### src/rtl/slice_hit_detector_pkg.sv
// ----------------------------------------------------------------------------
// slice_hit_detector_pkg
// Shared constants and types for the slice hit detector:
//   SCREEN_W / SCREEN_H : visible area; the cursor must lie inside it to hit
//   COORD_W             : pixel coordinate width
//   obj_state_t         : object state codes decoded from the NIOS ports
//   scan_state_t        : scan FSM states
// ----------------------------------------------------------------------------
package slice_hit_detector_pkg;

    localparam int SCREEN_W = 640;
    localparam int SCREEN_H = 480;
    localparam int COORD_W  = 10;

    typedef enum logic [2:0] {
        ST_EMPTY   = 3'd0,
        ST_LIVE    = 3'd1,
        ST_SLICED  = 3'd2,
        ST_FALLING = 3'd3
    } obj_state_t;

    typedef enum logic [1:0] {
        IDLE   = 2'd0,
        SAMPLE = 2'd1,
        SCAN   = 2'd2
    } scan_state_t;

endpackage

### src/rtl/slice_hit_detector_if.sv
// ----------------------------------------------------------------------------
// slice_hit_detector_if
// Hit-mask handshake between the detector and software.
//   hit_mask  : pending hits, bit i = object i       (detector -> software)
//   hit_valid : |hit_mask, registered with the mask   (detector -> software)
//   hit_ack   : one-cycle pulse, consumes the mask    (software -> detector)
// master = detector side, slave = software side.
// ----------------------------------------------------------------------------
interface slice_hit_detector_if #(
    parameter int NUM_OBJ = 8
);
    logic [NUM_OBJ-1:0] hit_mask;
    logic               hit_valid;
    logic               hit_ack;

    modport master (
        output hit_mask,
        output hit_valid,
        input  hit_ack
    );

    modport slave (
        input  hit_mask,
        input  hit_valid,
        output hit_ack
    );
endinterface

### src/rtl/slice_hit_detector_hit_box_compare.sv
// ----------------------------------------------------------------------------
// hit_box_compare
// Combinational test of one cursor position against one object hitbox.
//   i_cur_x / i_cur_y : cursor position
//   i_obj_x / i_obj_y : object centre
//   o_in_box          : cursor on-screen and within +/-HALF_W, +/-HALF_H
// Differences are formed one bit wider than the coordinates and signed, so a
// cursor near 0 never wraps onto an object near the top of the range.
// ----------------------------------------------------------------------------
module hit_box_compare #(
    parameter int COORD_W = 10,
    parameter int HALF_W  = 16,
    parameter int HALF_H  = 16
) (
    input  logic [COORD_W-1:0] i_cur_x,
    input  logic [COORD_W-1:0] i_cur_y,
    input  logic [COORD_W-1:0] i_obj_x,
    input  logic [COORD_W-1:0] i_obj_y,
    output logic               o_in_box
);
    import slice_hit_detector_pkg::*;

    localparam logic signed [COORD_W:0] LIM_X = (COORD_W+1)'(HALF_W);
    localparam logic signed [COORD_W:0] LIM_Y = (COORD_W+1)'(HALF_H);
    localparam logic [COORD_W:0]        MAX_X = (COORD_W+1)'(SCREEN_W);
    localparam logic [COORD_W:0]        MAX_Y = (COORD_W+1)'(SCREEN_H);

    logic signed [COORD_W:0] w_dx;
    logic signed [COORD_W:0] w_dy;
    logic signed [COORD_W:0] w_abs_dx;
    logic signed [COORD_W:0] w_abs_dy;
    logic                    w_on_screen;

    always_comb begin
        w_dx = $signed({1'b0, i_cur_x}) - $signed({1'b0, i_obj_x});
        w_dy = $signed({1'b0, i_cur_y}) - $signed({1'b0, i_obj_y});
        // Magnitude is at most 2^COORD_W-1, so negation cannot overflow.
        w_abs_dx    = (w_dx < 0) ? -w_dx : w_dx;
        w_abs_dy    = (w_dy < 0) ? -w_dy : w_dy;
        w_on_screen = ({1'b0, i_cur_x} < MAX_X) && ({1'b0, i_cur_y} < MAX_Y);
        o_in_box    = w_on_screen && (w_abs_dx <= LIM_X) && (w_abs_dy <= LIM_Y);
    end
endmodule

### src/rtl/slice_hit_detector.sv
// ----------------------------------------------------------------------------
// slice_hit_detector
// On each frame_tick, snapshots the cursor and all object coords/states, then
// walks the objects one per cycle and flags every live object the streaking
// cursor overlaps. Pending hits are handed to software over hit_bus.
// Ports:
//   clk, reset       : clock, synchronous active-high reset
//   i_frame_tick     : one-cycle strobe starting a scan (ignored while busy)
//   i_cursorX/Y      : cursor position, i_streak = user is slicing
//   i_obj_x/y        : packed object centres, obj i at [i*COORD_W +: COORD_W]
//   i_obj_state      : packed object states,  obj i at [i*STATE_W +: STATE_W]
//   hit_bus          : hit_mask / hit_valid / hit_ack handshake
//   o_scan_busy      : snapshot or scan in progress
//   o_hit_count      : hits since reset, saturating at 16'hFFFF
// ----------------------------------------------------------------------------
module slice_hit_detector #(
    parameter int NUM_OBJ = 8,
    parameter int COORD_W = slice_hit_detector_pkg::COORD_W,
    parameter int STATE_W = 3,
    parameter int HALF_W  = 16,
    parameter int HALF_H  = 16
) (
    input  logic                       clk,
    input  logic                       reset,
    input  logic                       i_frame_tick,
    input  logic [COORD_W-1:0]         i_cursorX,
    input  logic [COORD_W-1:0]         i_cursorY,
    input  logic                       i_streak,
    input  logic [NUM_OBJ*COORD_W-1:0] i_obj_x,
    input  logic [NUM_OBJ*COORD_W-1:0] i_obj_y,
    input  logic [NUM_OBJ*STATE_W-1:0] i_obj_state,
    slice_hit_detector_if.master       hit_bus,
    output logic                       o_scan_busy,
    output logic [15:0]                o_hit_count
);
    import slice_hit_detector_pkg::*;

    localparam int                 IDX_W     = (NUM_OBJ > 1) ? $clog2(NUM_OBJ) : 1;
    localparam logic [IDX_W-1:0]   LAST_IDX  = IDX_W'(NUM_OBJ - 1);
    localparam logic [STATE_W-1:0] LIVE_CODE = STATE_W'(ST_LIVE);

    scan_state_t          r_state;
    scan_state_t          w_state_nxt;
    logic [IDX_W-1:0]     r_idx;
    logic [IDX_W-1:0]     w_idx_nxt;
    logic [NUM_OBJ-1:0]   r_hit_mask;
    logic [NUM_OBJ-1:0]   w_mask_nxt;
    logic [NUM_OBJ-1:0]   w_mask_set;
    logic [NUM_OBJ-1:0]   w_mask_clr;
    logic                 r_hit_valid;
    logic [15:0]          r_hit_count;
    logic [15:0]          w_count_nxt;
    logic                 w_hit;
    logic                 w_in_box;

    // Snapshot: data only, never reset; qualified by the FSM.
    logic [COORD_W-1:0]         r_snap_cx;
    logic [COORD_W-1:0]         r_snap_cy;
    logic                       r_snap_streak;
    logic [NUM_OBJ*COORD_W-1:0] r_snap_x;
    logic [NUM_OBJ*COORD_W-1:0] r_snap_y;
    logic [NUM_OBJ*STATE_W-1:0] r_snap_state;

    logic [COORD_W-1:0] w_cur_obj_x;
    logic [COORD_W-1:0] w_cur_obj_y;
    logic [STATE_W-1:0] w_cur_obj_state;

    assign w_cur_obj_x     = r_snap_x[r_idx*COORD_W +: COORD_W];
    assign w_cur_obj_y     = r_snap_y[r_idx*COORD_W +: COORD_W];
    assign w_cur_obj_state = r_snap_state[r_idx*STATE_W +: STATE_W];

    hit_box_compare #(
        .COORD_W (COORD_W),
        .HALF_W  (HALF_W),
        .HALF_H  (HALF_H)
    ) u_cmp (
        .i_cur_x  (r_snap_cx),
        .i_cur_y  (r_snap_cy),
        .i_obj_x  (w_cur_obj_x),
        .i_obj_y  (w_cur_obj_y),
        .o_in_box (w_in_box)
    );

    always_comb begin
        w_state_nxt = r_state;
        w_idx_nxt   = r_idx;
        w_hit       = 1'b0;
        unique case (r_state)
            IDLE: begin
                if (i_frame_tick) begin
                    w_state_nxt = SAMPLE;
                end
            end
            SAMPLE: begin
                w_state_nxt = SCAN;
                w_idx_nxt   = '0;
            end
            SCAN: begin
                w_hit = r_snap_streak && (w_cur_obj_state == LIVE_CODE) &&
                        !r_hit_mask[r_idx] && w_in_box;
                if (r_idx == LAST_IDX) begin
                    w_state_nxt = IDLE;
                    w_idx_nxt   = '0;
                end else begin
                    w_idx_nxt = r_idx + 1'b1;
                end
            end
            default: begin
                w_state_nxt = IDLE;
                w_idx_nxt   = '0;
            end
        endcase
    end

    // Ack consumes only the mask software could see; a hit landing in the
    // same cycle survives the ack.
    always_comb begin
        w_mask_set = '0;
        w_mask_clr = '0;
        if (w_hit) begin
            w_mask_set = NUM_OBJ'(1) << r_idx;
        end
        if (hit_bus.hit_ack && r_hit_valid) begin
            w_mask_clr = r_hit_mask;
        end
        w_mask_nxt  = (r_hit_mask & ~w_mask_clr) | w_mask_set;
        w_count_nxt = (w_hit && (r_hit_count != 16'hFFFF)) ? r_hit_count + 16'd1
                                                            : r_hit_count;
    end

    // ---- control registers ----
    always_ff @(posedge clk) begin
        if (reset) begin
            r_state     <= IDLE;
            r_idx       <= '0;
            r_hit_mask  <= '0;
            r_hit_valid <= 1'b0;
            r_hit_count <= '0;
        end else begin
            r_state     <= w_state_nxt;
            r_idx       <= w_idx_nxt;
            r_hit_mask  <= w_mask_nxt;
            r_hit_valid <= |w_mask_nxt;
            r_hit_count <= w_count_nxt;
        end
    end

    // ---- snapshot registers, loaded in SAMPLE ----
    always_ff @(posedge clk) begin
        if (r_state == SAMPLE) begin
            r_snap_cx     <= i_cursorX;
            r_snap_cy     <= i_cursorY;
            r_snap_streak <= i_streak;
            r_snap_x      <= i_obj_x;
            r_snap_y      <= i_obj_y;
            r_snap_state  <= i_obj_state;
        end
    end

    assign hit_bus.hit_mask  = r_hit_mask;
    assign hit_bus.hit_valid = r_hit_valid;
    assign o_scan_busy       = (r_state != IDLE);
    assign o_hit_count       = r_hit_count;
endmodule

### src/flat_wrapper.sv
// flat-port wrapper written by rule: the top's interface ports become plain ports
module slice_hit_detector_flat import slice_hit_detector_pkg::*;
#(
    parameter int NUM_OBJ = 8,
    parameter int COORD_W = slice_hit_detector_pkg::COORD_W,
    parameter int STATE_W = 3,
    parameter int HALF_W  = 16,
    parameter int HALF_H  = 16
)
  (clk, reset, i_frame_tick, i_cursorX, i_cursorY, i_streak, i_obj_x, i_obj_y, i_obj_state, o_scan_busy, o_hit_count, hit_bus_hit_mask, hit_bus_hit_valid, hit_bus_hit_ack);
  slice_hit_detector_if #(.NUM_OBJ(NUM_OBJ)) hit_bus_i ();
  input  logic clk;
  input  logic reset;
  input  logic i_frame_tick;
  input  logic [COORD_W-1:0] i_cursorX;
  input  logic [COORD_W-1:0] i_cursorY;
  input  logic i_streak;
  input  logic [NUM_OBJ*COORD_W-1:0] i_obj_x;
  input  logic [NUM_OBJ*COORD_W-1:0] i_obj_y;
  input  logic [NUM_OBJ*STATE_W-1:0] i_obj_state;
  output logic o_scan_busy;
  output logic [15:0] o_hit_count;
  output wire logic [$bits(hit_bus_i.hit_mask)-1:0] hit_bus_hit_mask;
  output wire logic [$bits(hit_bus_i.hit_valid)-1:0] hit_bus_hit_valid;
  input wire logic [$bits(hit_bus_i.hit_ack)-1:0] hit_bus_hit_ack;
  assign hit_bus_hit_mask = hit_bus_i.hit_mask;
  assign hit_bus_hit_valid = hit_bus_i.hit_valid;
  assign hit_bus_i.hit_ack = hit_bus_hit_ack;
  slice_hit_detector #(.NUM_OBJ(NUM_OBJ), .COORD_W(COORD_W), .STATE_W(STATE_W), .HALF_W(HALF_W), .HALF_H(HALF_H)) u_core (.clk(clk), .reset(reset), .i_frame_tick(i_frame_tick), .i_cursorX(i_cursorX), .i_cursorY(i_cursorY), .i_streak(i_streak), .i_obj_x(i_obj_x), .i_obj_y(i_obj_y), .i_obj_state(i_obj_state), .hit_bus(hit_bus_i), .o_scan_busy(o_scan_busy), .o_hit_count(o_hit_count));
endmodule
### config.mk
export PLATFORM = sky130hd
export DESIGN_NAME = slice_hit_detector_flat
export DESIGN_NICKNAME = d
export VERILOG_FILES = /design/src/rtl/slice_hit_detector_pkg.sv /design/src/rtl/slice_hit_detector_if.sv /design/src/rtl/slice_hit_detector_hit_box_compare.sv /design/src/rtl/slice_hit_detector.sv /design/src/flat_wrapper.sv
export SDC_FILE = /design/constraint.sdc
export NUM_CORES = 1
export LEC_CHECK = 0
export CORE_MARGIN = 5
export CORE_UTILIZATION = 40
export DETAILED_ROUTE_END_ITERATION = 10
export PLACE_DENSITY = 0.66
export SETUP_SLACK_MARGIN = 0.1
export SLEW_MARGIN = 20
export SYNTH_ARGS = -nofsm -noshare
export SYNTH_HDL_FRONTEND = slang
export SYNTH_HIERARCHICAL = 1
export SYNTH_SLANG_ARGS = --single-unit
### constraint.sdc
create_clock -name clk -period 9.31 [get_ports clk]
set_input_delay 0.931 -clock clk [delete_from_list [all_inputs] [get_ports clk]]
set_output_delay 0.931 -clock clk [all_outputs]
set_load 0.02 [all_outputs]
# Word-level counts from Yosys, hierarchy flattened
# Index checks and enable logic that the tools add are counted.
[word_totals]
register_bits = 235
inputBits = 209
out_inout_bits = 26
elab_cells = 65
[classes]
addsub = 6
mul = 2
order_cmp = 7
n_eq_ne = 7
n_shift = 4
muxes = 12
bitwise = 3
reduce_logical = 13
[ops]
columns = ["op", "n"]
rows = [
  ["80-bit by 8-bit indexed part select with 10-bit output", 2],
  ["24-bit by 6-bit indexed part select with 3-bit output", 1],
  ["11-bit by 6-bit <= comparator with 1-bit output, second input constant", 2],
  ["11-bit by 1-bit less-than comparator with 1-bit output, second input constant", 2],
  ["11-bit two-way mux", 2],
  ["11-bit negator", 2],
  ["10-bit by 10-bit subtractor with 11-bit output", 2],
  ["16-bit by 1-bit adder with 16-bit output, second input constant", 1],
  ["8-bit two-way mux", 2],
  ["16-bit inequality test, second input constant", 1],
  ["10-bit less-than comparator, second input constant", 1],
  ["10-bit by 9-bit less-than comparator with 1-bit output, second input constant", 1],
  ["8-bit bitwise AND", 1],
  ["1-bit logical AND", 8],
  ["8-bit NOT", 1],
  ["8-bit bitwise OR", 1],
  ["8-bit OR reduction", 1],
  ["1-bit by 3-bit << shifter with 8-bit output, first input constant", 1],
  ["3-bit by 3-bit multiplier with 6-bit output, second input constant", 1],
  ["2-bit one-hot mux with 3 select lines", 1],
  ["3-bit one-hot mux with 2 select lines", 1],
  ["3-bit by 2-bit multiplier with 5-bit output, second input constant", 1],
  ["3-bit by 4-bit less-than comparator with 1-bit output, second input constant", 1],
  ["2-bit two-way mux", 2],
  ["other kinds (14)", 15],
]

# Depth between registers and ports, before layout
[logic_depth]
ltp_word = 13
mapped_depth = 24
mapped_depth_nobuf = 21

# By module
# The synthesis kept the hierarchy.
[by_module_without_submodules]
columns = ["mod", "n_inst", "cells_each", "area_per_inst_um2", "seq_area_each_um2"]
rows = [
  ["slice_hit_detector", 1, 510, 9081.2, 6756.5],
  ["hit_box_compare", 1, 207, 1421.4, 0.0],
]

# Least setup slack after synthesis
# No wires, ideal clock.
[synth_path]
path_type = "register -> register"
startpoint = "register u_core.r_state[1]"
endpoint = "register u_core.r_snap_cx[0] (enable)"
setup_time_ns = 0.576
arrival_ns = 4.790
required_ns = 8.734
slack_ns = 3.944
stages_incl_launch_ff = 2
n_path_buf = 0
synth_period_minus_slack_ns = 5.366
path_cell_list = "dfxtp_1 -> and2b_1"
[synth_via]
elab_chain_cells = 1
[synth_lines]
columns = ["element", "line", "source"]
rows = [
  ["from (decl)", "slice_hit_detector.sv:42", "scan_state_t r_state;"],
  ["from (signal assigned)", "slice_hit_detector.sv:140", "r_state <= w_state_nxt;"],
  ["2-bit by 1-bit == test with 1-bit output", "slice_hit_detector.sv:150", "if (r_state == SAMPLE) begin"],
  ["to (signal assigned)", "slice_hit_detector.sv:151", "r_snap_cx <= i_cursorX;"],
  ["to (decl)", "slice_hit_detector.sv:57", "logic [COORD_W-1:0] r_snap_cx;"],
]
# Every way passes these cells.
# A chain may end at the register's enable or synchronous reset.

# Final worst setup path
[layout_path]
startpoint = "register u_core.r_idx[0]"
endpoint = "register u_core.r_hit_count[13] (netlist: u_core/o_hit_count[13])"
[layout_via]
elab_cells_between_ends = 26
cone_classes = "add/sub (4); mul (2); order compare (4); eq/ne (1); shift (3); mux (5); reduce/logical (7)"
[layout_lines]
columns = ["element", "line", "source"]
rows = [
  ["from (decl)", "slice_hit_detector.sv:44", "logic [IDX_W-1:0] r_idx;"],
  ["from (signal assigned)", "slice_hit_detector.sv:141", "r_idx <= w_idx_nxt;"],
  ["3-bit by 3-bit multiplier with 6-bit output (*)", "slice_hit_detector.sv:69", "assign w_cur_obj_y = r_snap_y[r_idx*COORD_W +: COORD_W];"],
  ["80-bit by 8-bit indexed part select with 10-bit output (*)", "slice_hit_detector.sv:69", ""],
  ["net u_core.w_cur_obj_y[1]", "slice_hit_detector.sv:65", "logic [COORD_W-1:0] w_cur_obj_y;"],
  ["10-bit by 10-bit subtractor with 11-bit output (*)", "slice_hit_detector_hit_box_compare.sv:36", "w_dy = $signed({1'b0, i_cur_y}) - $signed({1'b0, i_obj_y});"],
  ["11-bit negator / 11-bit by 1-bit less-than comparator with 1-bit output (equally long branches)", "slice_hit_detector_hit_box_compare.sv:39", "w_abs_dy = (w_dy < 0) ? -w_dy : w_dy;"],
  ["11-bit two-way mux (*)", "slice_hit_detector_hit_box_compare.sv:39", ""],
  ["11-bit by 6-bit <= comparator with 1-bit output (*)", "slice_hit_detector_hit_box_compare.sv:41", "o_in_box = w_on_screen && (w_abs_dx <= LIM_X) && (w_abs_dy <= LIM_Y);"],
  ["1-bit logical AND (*)", "slice_hit_detector_hit_box_compare.sv:41", ""],
  ["net u_core.w_in_box", "slice_hit_detector.sv:54", "logic w_in_box;"],
  ["1-bit logical AND (*)", "slice_hit_detector.sv:100", "!r_hit_mask[r_idx] && w_in_box;"],
  ["1-bit two-way mux (*)", "slice_hit_detector.sv:88", "unique case (r_state)"],
  ["1-bit logical AND (*)", "slice_hit_detector.sv:127", "w_count_nxt = (w_hit && (r_hit_count != 16'hFFFF)) ? r_hit_count + 16'd1"],
  ["to (signal assigned)", "slice_hit_detector.sv:144", "r_hit_count <= w_count_nxt;"],
  ["to (decl)", "slice_hit_detector.sv:51", "logic [15:0] r_hit_count;"],
]
# Mark *: on every way through the listed nets, which the timed path passes. The rest lies on a longest branch. The select of a mux whose other input is x is not followed.

==> qor.yml <==
via_per_inst: 5.08
dp_cells: 1267
nFillCells: 2172
synth_area_um2: 10500
yosys_warnings: 6
cp.required_ns: 9.73
io_buffer_count: 234
holdBufCountCts: 0
netlist.area_leader.share: 0.586
cts_buffers: 26
start_util: 0.404
ys.flop_type: "edfxtp_1"
htreeDepth: 1
grt_max_degree: 82
crit_fanout: 49
cts-root-buf: "clkbuf_16"
top_usage_layer: "met2"
setup_violations: 0
min-delay-path-class: "reg2reg"
maxCapViolCount: 0
crit_arrival_ns: 5.97
use_met2: 0.289
post_cts_resized: 0
hpwl_mm: 18.8
fin_ws_ns: 3.75
end_kind: "flip-flop"
combPwrFrac: 0.138
antenna_found_initial: 4
pin_count: 235
areaGrowthSynthToFinish_pct: 34.1
cellPowerDensity_nw_per_um2: 186
row_count: 59
detail-route-antenna-nets: 0
clkLatencyLatePin_ns: 0.54
drc: 0
clk_pin_slew_worst_paths_ns: 0.07
synth_fp_nets: 955
use_met1: 0.222
gr-usage-met3: 0.0348
status: "finished clean"
gp_congestion: 0.842
wirelength_mm: 25.3
tns_ns: 0
pre_cts_ws_ns: 3.68
hold_ws_ns: 0.556
worst_slew_pin_slew_ns: 0.988
grt_usage: 0.169
wl_per_cell_um: 19.2
die_h_um: 172
min_period_over_period: 0.597
dieArea_um2: 29600
ys_seq_area_frac: 0.643
postSynthCellCount: 717
max-vdd-ir-drop_mv: 0.145
sw_frac_of_total: 0.234
coreArea_um2: 26000
drv_slew: 0
clock.fmax_ghz: 0.180
ys_ff_latch: 235
clockPowerShare: 0.397
yosys.area.top_type: "edfxtp_1"
startpoint_type: "flip-flop"
grt_pass1_vias: 6903
async_reset_ff_frac: 0
drt_iter0_markers: 453
yosys-top-cells-area: "edfxtp_1 59%, mux4_2 8.6%, dfxtp_1 5.7%"
grt_pass1_wl_mm: 38.5
fin_skew_ns: 0.0108
p_switching_mw: 0.613
post-route-min-period_ns: 5.56
p_seq_frac: 0.466
final_layout_size_suffix_gt1_frac: 0.127
finalNonFillerCells: 1318
die_w_um: 172
worstSetupPathType: "reg2reg"
relSlewSlack: 0.342
cts_tree: "yes"
postCtsSetupRepairBufs: 0
synth_cell_types: 79
overflow: 0
rsz0062_at_grt: "no"
clock-sinks: 235
clockBufferDepth: 3
firstDrtPassIters: 5
cellLeakagePower_nw: 4.83
intPower_mw: 2.01
hold_violations: 0
vias: 6695
nNetsFinal: 1198
synth.avg_cell_area_um2: 14.6
synth_edf_count: 205
## cells in the mapped netlist (all sizes together) (4+ instances only)
cell type  instances
nor2              55
or4                4
clkbuf            15
a21oi             22
nand2b             5
or2                4
a31oi              4
o21ai             10
nand4              9
ha                27
nand2             87
inv               36
nand3             16
a211oi            11
a21o               7
nor3              16
xnor2             24
dfxtp             30
nor4b              8
mux4              40
mux2i              4
nor2b              4
edfxtp           205
a2111oi            7
buf                9
or3                5
## per-layer routing
layer,up-vias,part of all wire
li1,3235,-
met1,3238,0.41
met2,187,0.51
met3,31,0.066
met4,4,0.017
met5,-,0.00091
## worst paths after layout
check,start,depth (start not counted),end,slack [ns]
hold / removal,u_core/hit_bus.hit_mask[2],2,u_core/hit_bus.hit_mask[2],0.56
setup reg to reg,u_core/r_idx[0],20,u_core/o_hit_count[13],3.75
hold reg to reg,u_core/hit_bus.hit_mask[2],2,u_core/hit_bus.hit_mask[2],0.56
setup / recovery,u_core/r_idx[0],20,u_core/o_hit_count[13],3.75
## flip-flops by register name, indices dropped and copies added (netlist names)
name,flops
u_core/r_snap_x,80
u_core/r_snap_y,80
u_core/r_snap_state,24
u_core/o_hit_count,16
u_core/r_snap_cx,10
u_core/r_snap_cy,10
u_core/hit_bus.hit_mask,8
u_core/r_idx,3
u_core/r_state,2
u_core/hit_bus.hit_valid,1
u_core/r_snap_streak,1
## logic make-up after synthesis
family | synth area share
and+or+nand+nor | 0.106
muxes | 0.0907
adders and majority gates | 0.0360
buffers and inverters | 0.0242
xor gates and xnor gates | 0.0232
AOI/OAI and AO/OA | 0.0762
DFF | 0.643
## area by class of cell
cell class	count	area (µm²)	share of cell area
clock buffers	35	714	0.0507
well taps	335	419	0.0298
repair buffers	239	2380	0.169
clock inverters	13	169	0.0120
multi-input cells	422	3490	0.248
inverters	36	135	0.00960
flip-flops and latches	235	6760	0.480
diodes	3	7.51	0.000533
## power by group through the flow
stage,clock (mW),combinational (mW),sequential (mW)
after detailed placement,0,0.361,1.24
after global placement,0,0.357,1.24
final,1.04,0.361,1.22
after CTS,1.07,0.362,1.22
after floorplan,0,0.222,1.24
after global routing,1.12,0.397,1.23
## placed cells by master, fill, tap and decap left out, types with 8 or more instances in the layout
master,instances
nand2_1,86
xnor2_1,23
clkbuf_16,26
a211oi_2,8
o21ai_0,9
nor4b_1,8
a21oi_1,20
clkdlybuf4s50_1,234
nand3_1,16
mux4_2,40
edfxtp_1,205
nor3_1,14
ha_1,27
inv_1,34
dfxtp_1,28
nor2_1,54
## through the flow
step	total power, mW	area, µm²	util
floorplan	1.46	10500	-
global placement	1.60	13200	0.508
detailed placement	1.61	13200	0.508
CTS	2.65	14100	0.542
global route	2.74	14100	0.542
finish	2.62	14100	0.542
## critical path, stage by stage (launching register included)
cell	delay (ns)
dfxtp_4	0.94
mux4_2	0.61
nand2_1	0.10
nand2_1	0.06
inv_1	0.10
ha_1	0.25
nor2b_1	0.15
o2111a_1	0.24
a211oi_2	0.29
a21oi_1	0.15
xnor2_2	0.24
a41o_1	0.21
a211oi_1	0.07
a2111o_1	0.43
a22oi_2	0.20
and4b_1	0.23
nand2_1	0.08
a41o_4	0.37
a2111oi_2	0.42
xnor2_1	0.17
nor2_1	0.06
Note: power is estimated with default switching activity, not from simulation.
